## config.mk

```make
export PLATFORM = sky130hd
export DESIGN_NAME = phy_tx_scheduler
export DESIGN_NICKNAME = d
export VERILOG_FILES = /design/src/rtl/phy_pkg.sv /design/src/rtl/tx_word_arbiter.sv /design/src/rtl/phy_tx_scheduler.sv
export SDC_FILE = /design/constraint.sdc
export NUM_CORES = 1
export LEC_CHECK = 0
export CORE_ASPECT_RATIO = 1.2
export CORE_MARGIN = 2
export CORE_UTILIZATION = 50
export CTS_CLUSTER_SIZE = 30
export DETAILED_ROUTE_END_ITERATION = 10
export PLACE_DENSITY_LB_ADDON = 0.05
export SKIP_LAST_GASP = 1
export SLEW_MARGIN = 5
export SYNTH_ARGS = -nofsm -noshare
export SYNTH_HDL_FRONTEND = slang
export SYNTH_SLANG_ARGS = --single-unit
```

## constraint.sdc

```tcl
create_clock -name clk_8f -period 6.25 [get_ports clk_8f]
set_input_delay 1.875 -clock clk_8f [delete_from_list [all_inputs] [get_ports clk_8f]]
set_output_delay 1.875 -clock clk_8f [all_outputs]
set_load 0.03 [all_outputs]
```

## src/rtl/phy_pkg.sv

```systemverilog
// Shared definitions for the PHY TX word scheduler: idle symbol, link state
// encoding and the counter-width helper used by the scheduler and arbiter.
package phy_pkg;

  localparam logic [7:0] IDLE_SYM  = 8'hBC;
  localparam int         WORD_W    = 8;
  localparam int         BIT_IDX_W = 3;

  typedef enum logic {
    SYNC   = 1'b0,
    ACTIVE = 1'b1
  } tx_state_e;

  // Bits needed for a counter that must hold values 0..max_val.
  function automatic int cnt_w(input int max_val);
    return (max_val < 2) ? 1 : $clog2(max_val + 1);
  endfunction

endpackage

```

## src/rtl/tx_word_arbiter.sv

```systemverilog
// Lane arbiter for the TX word scheduler: combinational grant between the two
// stripe requesters plus the burst counter that bounds lane-0 starvation of lane 1.
module tx_word_arbiter
  import phy_pkg::*;
#(
  parameter  int MAX_BURST = 4,
  localparam int BURST_W   = cnt_w(MAX_BURST)
) (
  input  logic clk_8f,
  input  logic reset,
  input  logic i_valid0,
  input  logic i_valid1,
  input  logic i_skip_due,
  input  logic i_update,
  input  logic i_clear,
  output logic o_grant0,
  output logic o_grant1
);

  logic [BURST_W-1:0] r_burst_cnt;
  logic               w_burst_full;

  assign w_burst_full = (r_burst_cnt == BURST_W'(MAX_BURST));

  // Lane 1 wins when lane 0 is idle or has used up its burst; nobody wins a skip slot.
  always_comb begin
    // NOTE: every output gets a default first so no latch is inferred.
    o_grant0 = 1'b0;
    o_grant1 = 1'b0;
    if (!i_skip_due) begin
      if (i_valid1 && (!i_valid0 || w_burst_full)) begin
        o_grant1 = 1'b1;
      end else if (i_valid0) begin
        o_grant0 = 1'b1;
      end
    end
  end

  // Count consecutive lane-0 grants while lane 1 is waiting, saturating at MAX_BURST.
  always_ff @(posedge clk_8f or posedge reset) begin
    if (reset) begin
      r_burst_cnt <= '0;
    end else if (i_clear) begin
      r_burst_cnt <= '0;
    end else if (i_update) begin
      if (o_grant1 || !i_valid1) begin
        r_burst_cnt <= '0;
      end else if (o_grant0 && !w_burst_full) begin
        r_burst_cnt <= r_burst_cnt + BURST_W'(1);
      end
    end
  end

endmodule

```

## src/rtl/phy_tx_scheduler.sv

```systemverilog
// TX word scheduler for the PHY serializer. Runs the bit-slot counter and, once
// per 8-cycle word, loads either a granted data byte or the idle symbol. Handles
// post-reset/enable sync words and periodic skip words for clock compensation.
module phy_tx_scheduler
  import phy_pkg::*;
#(
  parameter int SYNC_WORDS  = 4,
  parameter int SKIP_PERIOD = 64,
  parameter int MAX_BURST   = 4
) (
  input  logic                 clk_8f,
  input  logic                 reset,
  input  logic                 enable,
  input  logic [WORD_W-1:0]    data0,
  input  logic                 valid0,
  output logic                 ready0,
  input  logic [WORD_W-1:0]    data1,
  input  logic                 valid1,
  output logic                 ready1,
  output logic [WORD_W-1:0]    data_out,
  output logic                 valid_out,
  output logic                 load_stb,
  output logic [BIT_IDX_W-1:0] bit_idx,
  output logic                 lane_src,
  output logic                 sync_done
);

  localparam int SYNC_W = cnt_w(SYNC_WORDS - 1);
  localparam int SKIP_W = cnt_w(SKIP_PERIOD - 1);

  tx_state_e              r_state;
  logic [BIT_IDX_W-1:0]   r_bit_idx;
  logic [SYNC_W-1:0]      r_word_cnt;
  logic [SKIP_W-1:0]      r_skip_cnt;
  logic [WORD_W-1:0]      r_data_out;
  logic                   r_valid_out;
  logic                   r_load_stb;
  logic                   r_lane_src;

  logic w_boundary;
  logic w_in_active;
  logic w_active_slot;
  logic w_skip_due;
  logic w_grant0;
  logic w_grant1;

  assign w_boundary    = (r_bit_idx == BIT_IDX_W'(7));
  assign w_in_active   = (r_state == ACTIVE);
  assign w_active_slot = w_boundary && w_in_active && enable;
  assign w_skip_due    = (r_skip_cnt == SKIP_W'(SKIP_PERIOD - 1));

  tx_word_arbiter #(
    .MAX_BURST (MAX_BURST)
  ) u_arbiter (
    .clk_8f     (clk_8f),
    .reset      (reset),
    .i_valid0   (valid0),
    .i_valid1   (valid1),
    .i_skip_due (w_skip_due),
    .i_update   (w_active_slot),
    .i_clear    (w_boundary && w_in_active && !enable),
    .o_grant0   (w_grant0),
    .o_grant1   (w_grant1)
  );

  // Accept strobes exist only in the boundary cycle of an enabled ACTIVE word.
  assign ready0 = w_active_slot && w_grant0;
  assign ready1 = w_active_slot && w_grant1;

  // Bit-slot counter, link state machine and word-load registers.
  always_ff @(posedge clk_8f or posedge reset) begin
    if (reset) begin
      r_state     <= SYNC;
      r_bit_idx   <= '0;
      r_word_cnt  <= '0;
      r_skip_cnt  <= '0;
      r_data_out  <= IDLE_SYM;
      r_valid_out <= 1'b0;
      r_load_stb  <= 1'b0;
      r_lane_src  <= 1'b0;
    end else begin
      // NOTE: non-blocking assignments so every register sees pre-edge values.
      r_bit_idx  <= r_bit_idx + BIT_IDX_W'(1);
      r_load_stb <= w_boundary;
      if (w_boundary) begin
        r_data_out  <= IDLE_SYM;
        r_valid_out <= 1'b0;
        r_lane_src  <= 1'b0;
        unique case (r_state)
          SYNC: begin
            if (!enable) begin
              r_word_cnt <= '0;
            end else if (r_word_cnt == SYNC_W'(SYNC_WORDS - 1)) begin
              r_state    <= ACTIVE;
              r_word_cnt <= '0;
              r_skip_cnt <= '0;
            end else begin
              r_word_cnt <= r_word_cnt + SYNC_W'(1);
            end
          end
          ACTIVE: begin
            if (!enable) begin
              r_state    <= SYNC;
              r_word_cnt <= '0;
              r_skip_cnt <= '0;
            end else if (w_skip_due) begin
              r_skip_cnt <= '0;
            end else begin
              r_skip_cnt <= r_skip_cnt + SKIP_W'(1);
              if (w_grant1) begin
                r_data_out  <= data1;
                r_valid_out <= 1'b1;
                r_lane_src  <= 1'b1;
              end else if (w_grant0) begin
                r_data_out  <= data0;
                r_valid_out <= 1'b1;
                r_lane_src  <= 1'b0;
              end
            end
          end
          default: r_state <= SYNC;
        endcase
      end
    end
  end

  assign bit_idx   = r_bit_idx;
  assign data_out  = r_data_out;
  assign valid_out = r_valid_out;
  assign load_stb  = r_load_stb;
  assign lane_src  = r_lane_src;
  assign sync_done = w_in_active;

endmodule

```

==> results.json, run 1 <==
{
  "rsz0062_at_grt": "false",
  "yosys.cell_types.count": 32,
  "x_dimension_of_the_die_um": 50.5,
  "globalRouteTotalUtil_pct": 20.7,
  "multi_input_area_um2": 592,
  "route.detailed.wl_per_inst_um": 14.4,
  "final-instance-count-excl-fill": 200,
  "antenna_found_initial": 0,
  "nNetsFinal": 195,
  "initial_utilization_pct": 51.8,
  "synth_area_leaders": "dfrtp_1 41%, dfstp_2 10%, ha_1 5.8%",
  "cts_tree": "built",
  "number_of_filler_instances_in_the_final_layout": 198,
  "clockBufferDepth": 2,
  "first_global_vias": 1082,
  "netlist_instances": 129,
  "synth.avg_cell_area_um2": 10.0,
  "hold_path_class": "reg -> reg",
  "critPathKind": "in -> out",
  "worst_setup_path_end_kind": "primary output",
  "finalHoldViolations": 0,
  "worst_skew_pair.late_latency_ps": 330,
  "hold_slack_ps": 479,
  "r2r-start": "bit_idx[0]$_DFF_PP0_",
  "rrSetupSlack_ps": 4020,
  "root_buffer": "clkbuf_4",
  "setup_tns_ps": 0,
  "port_buffers": 37,
  "detail_route.first_pass.iterations": 4,
  "n_antenna_cell": 0,
  "postRouteAntennaNets": 0,
  "timing.final.max_slew_violations": 0,
  "synth_largest_area_cell": "dfrtp_1",
  "timing.critical_path.required_ps": 4380,
  "numPlacedInstances": 196,
  "timing.reg2reg.worst_path_depth": 6,
  "yosysWarnings": 0,
  "fin_skew_ps": 1.82,
  "synth_top_cell_area_share_pct": 40.5,
  "largest_net_degree_at_the_start_of_global_routing": 27,
  "hold-path-cell-count": 1,
  "routed_wl_um": 2880,
  "post-route-drc-count": 0,
  "grt_pass1_wl_um": 4720,
  "post-layout-total-power_uw": 369,
  "synth_async_sr_flop_share_pct": 100,
  "seqCellArea_um2": 657,
  "number_of_enable_flip_flop_cells_after_synthesis": 0,
  "cts-resized-gates": 0,
  "max_slew.worst_pin.slew_ps": 978,
  "drive_gt1_share_pct": 8.98,
  "outcome": "complete, no violations",
  "tritoncts.num_buffers": 3,
  "p_leak_uw": 0.000790,
  "vias": 1138,
  "min_delay_endpoint": "bit_idx[0]$_DFF_PP0_",
  "timing.slew.headroom_pct": 34.7,
  "drv.max_cap_violation_count": 0,
  "cts.sinks": 26,
  "number_of_hold_buffers_added_after_cts": 0,
  "clock_transition_time_at_the_flip_flop_clock_pins_of_the_worst_setup_and_hold_paths_ps": 140,
  "die-area_um2": 3020,
  "globalRoute.totalOverflow": 0,
  "p_per_area_nw_per_um2": 212,
  "irDropWorstVdd_mv": 0.124,
  "final_period_minus_worst_setup_slack_ps": 5620,
  "gp_congestion": 0.813,
  "maxClockFrequency_ghz": 0.178,
  "postLayoutCoreUtil_pct": 69.7,
  "ys_seq_area_share_pct": 50.7,
  "floorplan.io_pins": 38,
  "vias_per_cell": 5.69,
  "synth-main-ff-cell": "dfrtp_1",
  "cts_setup_buffers": 0,
  "syn_area_um2": 1300,
  "cts_htree_levels": 1,
  "mappedNetlistNets": 156,
  "critPathArrivalTime_ps": 3740,
  "hpwlAfterDp_um": 2200,
  "critical_path_peak_fanout": 7,
  "min-delay-start": "bit_idx[0]$_DFF_PP0_",
  "ys_seq_elements": 26,
  "setup_viol": 0,
  "dieHeight_um": 59.8,
  "timing.critical_path.from_type": "input pin",
  "drtIter0Drc": 49,
  "final_min_period_over_clock_period_pct": 89.9,
  "layout-area-overhead-vs-synth_pct": 34.5,
  "placement_rows": 20,
  "rr_endpoint": "data_out[1]$_DFFE_PP0P_",
  "fp.coreArea_um2": 2500
}
==> how the worst max path moves through the flow <==
stage           start  depth (start not counted)  slack, ps  endpoint
6_report       valid1                          5        630    ready1
5_1_grt        valid1                          5        560    ready1
2_1_floorplan  enable                          2       1810    ready0
3_3_place_gp   valid1                          5        700    ready1
3_5_place_dp   valid1                          5        630    ready1
4_1_cts        valid1                          5        630    ready1
==> where the power goes <==
group / total, uW / switching [uW] / leakage (uW) / internal, uW
sequential: 191 / 11.0 / 0.000332 / 180
clock: 117 / 51.6 / 0.0000279 / 64.9
combinational: 61.8 / 30.4 / 0.000431 / 31.4
total: 369 / 93.0 / 0.000790 / 276
==> registers in the layout (all words and copies together), names as in the netlist <==
name	count
bit_idx	3
r_word_cnt	2
u_arbiter.r_burst_cnt	3
valid_out	1
sync_done	1
r_skip_cnt	6
load_stb	1
lane_src	1
data_out	8
==> cell families (layout without fill, tap and decap cells) <==
group / after synthesis / in the layout / synth area share (%)
buf+inv: 10 / 48 / 3.67
flops: 26 / 26 / 50.7
simple gates: 45 / 45 / 17.1
fa+ha+maj: 6 / 6 / 5.79
compound gates: 42 / 42 / 22.8
==> synth_stat cells (2+ instances only) <==
library cell,number
dfrtp_1,21
nand2_1,19
o21ai_0,11
a31oi_1,9
nor2_1,8
a21oi_1,6
ha_1,6
inv_1,6
dfstp_2,5
nand3_1,5
and2_1,4
nor2b_1,4
a21o_1,3
a221o_1,3
buf_2,2
==> cell usage in the layout, fill, tap and decap left out, types with 3 or more instances in the layout <==
master           netlist  layout
a21oi_1                6       6
a31oi_1                9       9
a21o_1                 3       3
nor2b_1                4       4
inv_1                  6       6
ha_1                   6       6
clkdlybuf4s50_1        0      37
o21ai_0               11      11
nand3_1                5       5
clkbuf_4               0       3
nor2_1                 8       8
dfstp_2                5       5
nand2_1               19      19
dfrtp_1               21      21
a221o_1                3       3
and2_1                 4       4
==> stage by stage <==
stage,setup slack [ps],cell area [um^2]
floorplan,1810,1300
global placement,705,1690
detailed placement,634,1690
CTS,628,1740
global route,564,1740
finish,633,1740
==> worst max-delay path, stage by stage <==
cell and delay (ps):
clkdlybuf4s50_1 590, nand2_1 130, a211oi_4 240, and2_4 240, clkdlybuf4s50_1 670
==> final cells by class <==
type | instances | area share [%]
clock inverter | 1 | 1.72
multi-input combinational | 93 | 34.0
timing repair buffer | 38 | 21.7
sequential | 26 | 37.7
clock buffer | 3 | 1.29
tap | 33 | 2.37
inverter | 6 | 1.29
==> routing by layer <==
| layer | global-route usage, % | up-vias | share of wire [%] |
|---|---|---|---|
| li1 | - | 544 | - |
| met1 | 22.7 | 555 | 40 |
| met2 | 40.0 | 35 | 54 |
| met3 | 3.00 | 4 | 4.7 |
| met4 | 8.11 | 0 | 0.87 |
| met5 | 0 | - | 0 |
Power figures use the tool's default switching activity.
==> inputs of run 2 (changes only) <==
CORE_MARGIN = default   (was 2)
CORE_UTILIZATION = 59   (was 50)
DONT_BUFFER_PORTS = 1   (was default)
==> run 2 against run 1 <==
  * Final cell count fell by 21%
  * Clock-buffer cell count did not move
  * Clock skew is essentially flat
  * Critical path type is now reg -> out
  * Largest cell class unchanged
  * Combinational power is 48% lower
==> results.json, run 2 (synthesis gave the netlist of run 1 again) <==
{
  "setup_viol": 0,
  "root_buffer": "clkbuf_4",
  "n_antenna_cell": 0,
  "initial_utilization_pct": 62.6,
  "p_leak_uw": 0.000643,
  "critPathTopFamily": "simple AND/OR/NAND/NOR gates",
  "timing.slew.headroom_pct": 37.2,
  "largest_register_ffs": 8,
  "seqCellArea_um2": 657,
  "x_dimension_of_the_die_um": 44.8,
  "clock_transition_time_at_the_flip_flop_clock_pins_of_the_worst_setup_and_hold_paths_ps": 140,
  "final_common_cell": "dfrtp_1",
  "hold_path_class": "reg -> reg",
  "critical_path_peak_fanout": 17,
  "setup_tns_ps": 0,
  "cts-resized-gates": 0,
  "clockBufferDepth": 2,
  "number_of_hold_buffers_added_after_cts": 0,
  "cts_htree_levels": 1,
  "largest_net_degree_at_the_start_of_global_routing": 27,
  "finalHoldViolations": 0,
  "hpwlAfterDp_um": 1730,
  "worst_skew_pair.late_latency_ps": 310,
  "maxClockFrequency_ghz": 0.219,
  "max_slew.worst_pin.slew_ps": 940,
  "fp.coreArea_um2": 2070,
  "final_period_minus_worst_setup_slack_ps": 4560,
  "vias_per_cell": 6.06,
  "cts.sinks": 26,
  "critPathArrivalTime_ps": 2690,
  "antenna_found_initial": 0,
  "path_cells": "ha_1 -> ha_1 -> nand2_1 -> a21oi_1 -> and4_1",
  "die-area_um2": 2390,
  "cts_tree": "built",
  "timing.critical_path.required_ps": 4380,
  "detail_route.first_pass.iterations": 4,
  "critPathKind": "reg -> out",
  "drtIter0Drc": 27,
  "port_buffers": 0,
  "grt_pass1_wl_um": 3680,
  "first_global_vias": 889,
  "globalRouteTotalUtil_pct": 21.2,
  "worst_setup_path_end_kind": "primary output",
  "nNetsFinal": 157,
  "irDropWorstVdd_mv": 0.157,
  "tritoncts.num_buffers": 3,
  "gp_congestion": 0.866,
  "route.detailed.wl_per_inst_um": 14.7,
  "rsz0062_at_grt": "false",
  "placement_rows": 18,
  "outcome": "complete, no violations",
  "post-route-drc-count": 0,
  "multi_input_area_um2": 592,
  "timing.critical_path.from_type": "register",
  "cp_num_buf_inv": 0,
  "postLayoutCoreUtil_pct": 65.7,
  "dieHeight_um": 53.3,
  "timing.final.max_slew_violations": 0,
  "p_per_area_nw_per_um2": 252,
  "cts_setup_buffers": 0,
  "critPathMostFrequentCell": "ha_1",
  "mostFrequentLayoutCells": "21 x dfrtp_1, 19 x nand2_1, 11 x o21ai_0, 9 x a31oi_1, 8 x nor2_1",
  "fin_skew_ps": 1.52,
  "number_of_filler_instances_in_the_final_layout": 180,
  "floorplan.io_pins": 38,
  "critical-path-slowest-cell": "dfrtp_1",
  "routed_wl_um": 2340,
  "longest_individual_stage_delay_on_the_worst_path_ps": 560,
  "drv.max_cap_violation_count": 0,
  "final_min_period_over_clock_period_pct": 73.0,
  "drive_gt1_share_pct": 10.9,
  "postRouteAntennaNets": 0,
  "globalRoute.totalOverflow": 0,
  "layout-area-overhead-vs-synth_pct": 5.02,
  "vias": 964
}
-- run 2: cell type report --
cell class	instances	share of cell area (%)
clock buffers	3	1.65
clock inverters	1	2.21
inverters	6	1.65
multi-input cells	93	43.5
flip-flops and latches	26	48.3
well taps	30	2.76
-- run 2: routing by layer --
| layer | vias to the layer above | wire (um) | track usage (%) |
|---|---|---|---|
| met3 | 2 | 106 | 3.07 |
| li1 | 469 | - | - |
| met1 | 460 | 1070 | 27.4 |
| met4 | 0 | 10 | 6.06 |
| met5 | - | 0 | 0 |
| met2 | 33 | 1150 | 36.3 |
-- run 2: final timing paths --
kind	startpoint	to	slack, ps	cells after the start
max	bit_idx[0]$_DFF_PP0_	ready0	1690	5
max in group asynchronous	reset	r_skip_cnt[5]$_DFFE_PP0P_	4040	1
min	r_word_cnt[0]$_DFFE_PP0P_	r_word_cnt[0]$_DFFE_PP0P_	500	1
min reg2reg	r_word_cnt[0]$_DFFE_PP0P_	r_word_cnt[0]$_DFFE_PP0P_	500	1
min in group asynchronous	reset	r_skip_cnt[1]$_DFFE_PP0P_	1640	1
max reg2reg	bit_idx[0]$_DFF_PP0_	data_out[6]$_DFFE_PP0P_	3600	6
-- run 2: power breakdown --
part | internal [uW] | switching, uW | total (uW)
registers | 180 | 17.8 | 198
clock network | 64.7 | 48.2 | 113
logic | 14.5 | 17.7 | 32.2
total | 259 | 83.7 | 343
-- run 2: stage by stage --
step | hold slack (ps) | area (um^2) | cells | power (uW) | setup WS [ps]
floorplan | 457 | 1300 | 129 | 227 | 1810
global placement | 478 | 1310 | 155 | 232 | 1870
detailed placement | 483 | 1310 | 155 | 234 | 1860
CTS | 502 | 1360 | 159 | 346 | 1660
global route | 535 | 1360 | 159 | 363 | 1480
finish | 497 | 1360 | 159 | 343 | 1690
-- run 2: worst reg2reg max path, stage by stage, from the launching register on --
cell     delay [ps]
dfrtp_1         560
ha_1            210
ha_1            510
nand2_1         310
a21oi_1         290
and4_1          490
a221o_1         220
==> variant 1 (settings of run 2) <==
Put a register stage on the output `sync_done`, with the module's reset. The value now appears one clock later. The other outputs are not delayed to match.
--- a/src/rtl/phy_tx_scheduler.sv
+++ b/src/rtl/phy_tx_scheduler.sv
@@ -130,5 +130,11 @@
   assign load_stb  = r_load_stb;
   assign lane_src  = r_lane_src;
-  assign sync_done = w_in_active;
+  always_ff @(posedge clk_8f or posedge reset) begin
+    if (reset) begin
+      sync_done <= '0;
+    end else begin
+      sync_done <= w_in_active;
+    end
+  end
 
 endmodule
Function: no difference found for any inputs over 10 cycles, from zero or initial values and one cycle with reset high; that may be too few to reach the edited logic, so the function may still have changed.
==> variant 1 against run 2 <==
Synthesized area is 2.7% higher; cell area up 0.18%; power fell by 2.4%; final cell count is 1.9% lower; global-route usage grew 0.61 points; largest power group unchanged; routed wire length increased by 5.5%; sequential cell count is 1 higher; worst setup slack better by 0.050 ns.
==> variant 1: results (changes against run 2) <==
- Status: finished, final reports clean (unchanged)
- Worst Min Path Start: r_word_cnt[0] (unchanged)
- I/O Buffers: 0 (unchanged)
- Routed wire length per instance: 15.8 microns (was 14.7 microns)
- Share of the yosys chip area belonging to registers: 51.2% (was 50.7%)
- HPWL reported at the end of detailed placement: 1.82 mm (was 1.73 mm)
- Count of unique library cells instantiated by Yosys: 34 (was 32)
- Maximum number of pins on one net before global-route repair: 28 (was 27)
- Pre-antenna DRT Iters: 4 (unchanged)
- Synthesized net count: 154 (was 156)
- Post-Synthesis Mean Instance Area: 10.5 sq um (was 10.0 sq um)
- Worst-case register-to-register setup slack: 3.90 ns (was 3.60 ns)
- Via count of the first global-routing pass: 892 (was 889)
- Iter 0 DRT Violations: 20 (was 27)
- Leakage component of the power: 0.637 nW (was 0.643 nW)
- Relative slew slack: 34.1% (was 37.2%)
- Cells on worst reg2reg path: 6 (unchanged)
- Global-route wire length before repair: 3.87 mm (was 3.68 mm)
- Crit-path max FO: 8 (was 17)
- Capture point of the worst reg-to-reg path: lane_src (was data_out[6])
- CP Data Arrival Time: 2.64 ns (was 2.69 ns)
- Bufs on Longest Clock Path: 2 (unchanged)
- Endpoint, Worst Hold: r_word_cnt[0] (unchanged)
- Post_cts resized: 0 (unchanged)
- Crit. Startpoint: enable (was bit_idx[0])
- Delay of the slowest critical-path stage: 0.37 ns (was 0.56 ns)
- Finished Layout Cells: 156 (was 159)
- Ranking of synthesized cells by area: dfrtp_1 41%, dfstp_2 9.9%, ha_1 5.6%, a21oi_1 3.4%, a22oi_1 3.4% (was dfrtp_1 41%, dfstp_2 10%, ha_1 5.8%, nand2_1 5.5%, a31oi_1 4.3%)
- Global-route usage over all layers: 21.8% (was 21.2%)
- Fillcell total: 184 (was 180)
- CTS Buf Count: 3 (unchanged)
- Startpoint of the most critical register-to-register path: bit_idx[0] (unchanged)
- Fraction of layout instances using a drive strength above 1: 12.7% (was 10.9%)
- Number of antenna violations at the first check in global routing: 0 (unchanged)
- Setup skew after layout: 0.00322 ns (was 0.00152 ns)
- Placer's final routability congestion estimate: 0.852 (was 0.866)
- Highest ir drop seen on vdd: 178 uV (was 157 uV)
- Most used standard cells in the synthesized netlist: 22 x dfrtp_1, 10 x nand2_1, 9 x a21oi_1, 9 x inv_1, 8 x nand3_1 (was 21 x dfrtp_1, 19 x nand2_1, 11 x o21ai_0, 9 x a31oi_1, 8 x nor2_1)
- Post-DR vias/cell: 6.07 (was 6.06)
- Number of slew-limit violations in the final report: 0 (unchanged)
- Critical Path Slowest Stage Cell: and2_1 (was dfrtp_1)
-- variant 1: cell types whose count changed in the layout (fill, tap and decap cells not counted), sizes merged, moves of 2 or more --
cell and change:
or4 +2, o21ai -4, and2 -3, a31oi -5
nor2b -4, a21oi +3, inv +3, a22oi +5
o211ai +3, and4 -2, nand3 +3, nand2 -8
and3 +5
-- variant 1: area by class of cell --
type	instances	area (sq um)	area share (%)
tap	30	37.5	2.75
inverter	9	33.8	2.48
clock inverter	1	7.51	0.550
multi-input combinational	86	581	42.6
sequential	27	682	50.0
clock buffer	3	22.5	1.65
-- variant 1: cell families (layout without fill, tap and decap cells) --
group / count (synthesis) / in the layout / synth area share [%]
AOI/OAI and AO/OA: 39 / 39 / 20.8
adders and majority gates: 6 / 6 / 5.64
buffers and inverters: 14 / 13 / 5.17
DFF: 27 / 27 / 51.2
muxes: 1 / 1 / 0.846
and+or+nand+nor: 40 / 40 / 16.4
-- variant 1: worst max path at each step --
| stage | endpoint | slack (ns) | depth (start not counted) |
|---|---|---|---|
| after floorplan | ready1 | 1.70 | 4 |
| after global routing | ready1 | 1.68 | 3 |
| after global placement | ready1 | 1.76 | 3 |
| final | ready1 | 1.74 | 3 |
| after CTS | ready1 | 1.73 | 3 |
| after detailed placement | ready1 | 1.73 | 3 |
-- variant 1: power breakdown --
part           total, mW  switching, mW  internal (mW)
clock network     0.0760         0.0516         0.0244
registers          0.214         0.0233          0.191
logic             0.0444         0.0234         0.0210
-- variant 1: metrics by stage --
stage / utilization (%) / worst slack, ns / hold slack (ns) / area [sq um]
2_1_floorplan: - / 1.70 / 0.355 / 1330
3_3_place_gp: 63.7 / 1.76 / 0.490 / 1330
3_5_place_dp: 63.7 / 1.73 / 0.489 / 1330
4_1_cts: 65.1 / 1.73 / 0.508 / 1360
5_1_grt: 65.1 / 1.68 / 0.542 / 1360
6_report: 65.1 / 1.74 / 0.504 / 1360
-- variant 1: worst register-to-register path, stage by stage (launching register included) --
cell	delay, ns
dfrtp_1	0.57
ha_1	0.21
ha_1	0.50
nand3_1	0.25
a31oi_4	0.28
and2_1	0.37
a21o_1	0.12
-- variant 1: metal layers --
| layer | wire length (microns) | global-route usage [%] |
|---|---|---|
| met1 | 1130 | 29.1 |
| met2 | 1240 | 36.2 |
| met3 | 78 | 3.36 |
| met4 | 14 | 6.57 |
| met5 | 0 | 0 |
==> variant 2 (config.mk and constraints of run 2) <==
Without the edit above. Change the parameter `SKIP_PERIOD` from 64 to 96.
--- a/src/rtl/phy_tx_scheduler.sv
+++ b/src/rtl/phy_tx_scheduler.sv
@@ -6,5 +6,5 @@
 #(
   parameter int SYNC_WORDS  = 4,
-  parameter int SKIP_PERIOD = 64,
+  parameter int SKIP_PERIOD = 96,
   parameter int MAX_BURST   = 4
 ) (
Formal check against the unedited RTL: same outputs for any inputs over 10 cycles, from zero or initial values and one cycle with reset high; that may be too few to reach the edited logic, so the function may still have changed.
==> variant 2 against run 2 <==
Count of clock-buffer cells in the layout stayed put; critical path depth is 2 lower; worst hold slack better by 0.020 ns; sequential cell count is 1 higher; power is 2.0% lower; routed wire length is 12% higher; die area is 4.4% higher; first-iteration DRC count is 44% higher; combinational power is 52% higher; sequential power is 8% higher; synthesized area is 4.5% higher; worst setup slack better by 0.12 ns; cell area is 2.6% higher; critical path type is now primary input to output port; largest power group unchanged.
==> variant 2: results (changes against run 2) <==
- Fraction of synthesized cell area in xor and xnor cells: 0% (unchanged)
- Vias post-DR: 1,018 (was 964)
- Setup skew after layout: 0.00363 ns (was 0.00152 ns)
- Post-Route WL: 2.61 mm (was 2.34 mm)
- Synthesized net count: 156 (unchanged)
- Highest ir drop seen on vdd: 210 uV (was 157 uV)
- Ranking of synthesized cells by area: dfrtp_1 41%, dfstp_2 9.7%, ha_1 5.5%, o21ai_0 4.1%, a21oi_1 3.3% (was dfrtp_1 41%, dfstp_2 10%, ha_1 5.8%, nand2_1 5.5%, a31oi_1 4.3%)
- Status: finished, final reports clean (unchanged)
- Relative slew slack: 35.8% (was 37.2%)
- Placer's final routability congestion estimate: 0.901 (was 0.866)
- Count of unique library cells instantiated by Yosys: 33 (was 32)
- Synth Area in Compound Gates: 24.5% (was 22.8%)
- Worst-skew pair later-pin latency: 0.33 ns (was 0.31 ns)
- Clock root buffer: clkbuf_4 (unchanged)
- Area of placed instances: 1370 sq um (was 1310 sq um)
- HPWL reported at the end of detailed placement: 1.98 mm (was 1.73 mm)
- Dpl ws: 1.81 ns (was 1.86 ns)
- Via count of the first global-routing pass: 960 (was 889)
- CP Data Arrival Time: 2.57 ns (was 2.69 ns)
- Fillcell total: 184 (was 180)
- Synth Flop Type: dfrtp_1 (unchanged)
- Global-route wire length before repair: 4.14 mm (was 3.68 mm)
- Delay of the slowest critical-path stage: 0.31 ns (was 0.56 ns)
- Leakage component of the power: 0.671 nW (was 0.643 nW)
- Global-route usage over all layers: 23.6% (was 21.2%)
- Share of the yosys chip area belonging to registers: 50.3% (was 50.7%)
- Level count of the clock H-tree: 1 (unchanged)
- Critical Path Slowest Stage Cell: and3_4 (was dfrtp_1)
- Number of antenna violations at the first check in global routing: 0 (unchanged)
- Maximum number of pins on one net before global-route repair: 28 (was 27)
- Fraction of layout instances using a drive strength above 1: 12.3% (was 10.9%)
- Share of synthesized cell area in full adder, half adder and majority cells: 5.54% (was 5.79%)
- Most used standard cells in the synthesized netlist: 22 x dfrtp_1, 11 x nor2_1, 11 x o21ai_0 (was 21 x dfrtp_1, 19 x nand2_1, 11 x o21ai_0, 9 x a31oi_1, 8 x nor2_1)
==> variant 2: kinds of logic after synthesis <==
logic type                 Yosys count
AOI/OAI and AO/OA                   45
adders and majority gates            6
buffers and inverters               12
DFF                                 27
and+or+nand+nor                     39
==> variant 2: area by class of cell <==
| type | count | share of cell area [%] |
|---|---|---|
| sequential | 27 | 48.8 |
| multi-input combinational | 90 | 44.1 |
| tap | 30 | 2.69 |
| inverter | 9 | 2.42 |
| clock buffer | 3 | 1.61 |
| clock inverter | 1 | 0.358 |
==> variant 2: path summary, 6_finish.rpt <==
| check | startpoint | to | slack (ns) | cells past startpoint |
|---|---|---|---|---|
| min in group asynchronous | reset | r_skip_cnt[0] | 1.64 | 1 |
| max | enable | ready0 | 1.80 | 3 |
| min reg2reg | r_word_cnt[0] | r_word_cnt[0] | 0.52 | 1 |
| min | r_word_cnt[0] | r_word_cnt[0] | 0.52 | 1 |
| max in group asynchronous | reset | u_arbiter.r_burst_cnt[2] | 4.03 | 1 |
| max reg2reg | bit_idx[0] | data_out[6] | 4.01 | 6 |
==> variant 2: layer usage <==
layer	up-vias	track usage, %	share of wire [%]	wire length (microns)
met1	495	26.3	39	1010
met4	0	11.8	2.3	59
met3	7	3.63	6.4	167
met2	43	42.9	53	1380
li1	473	-	-	-
met5	-	0	0	0
==> variant 2: worst max-delay path, delay by kind of cell <==
family / cells / cell delay [ns]
and+or+nand+nor: 2 / 0.43
AOI/OAI and AO/OA: 1 / 0.27
==> variant 2: power by group <==
group / leakage, nW / internal, mW / switching, mW
combinational: 0.304 / 0.0234 / 0.0255
sequential: 0.349 / 0.190 / 0.0223
clock: 0.0177 / 0.0241 / 0.0504
total: 0.671 / 0.238 / 0.0982
==> variant 2: through the flow <==
| stage | utilization [%] | power [mW] |
|---|---|---|
| CTS | 66.0 | 0.339 |
| finish | 66.0 | 0.336 |
| global placement | 64.7 | 0.262 |
| global route | 66.0 | 0.354 |
| floorplan | - | 0.256 |
| detailed placement | 64.7 | 0.265 |
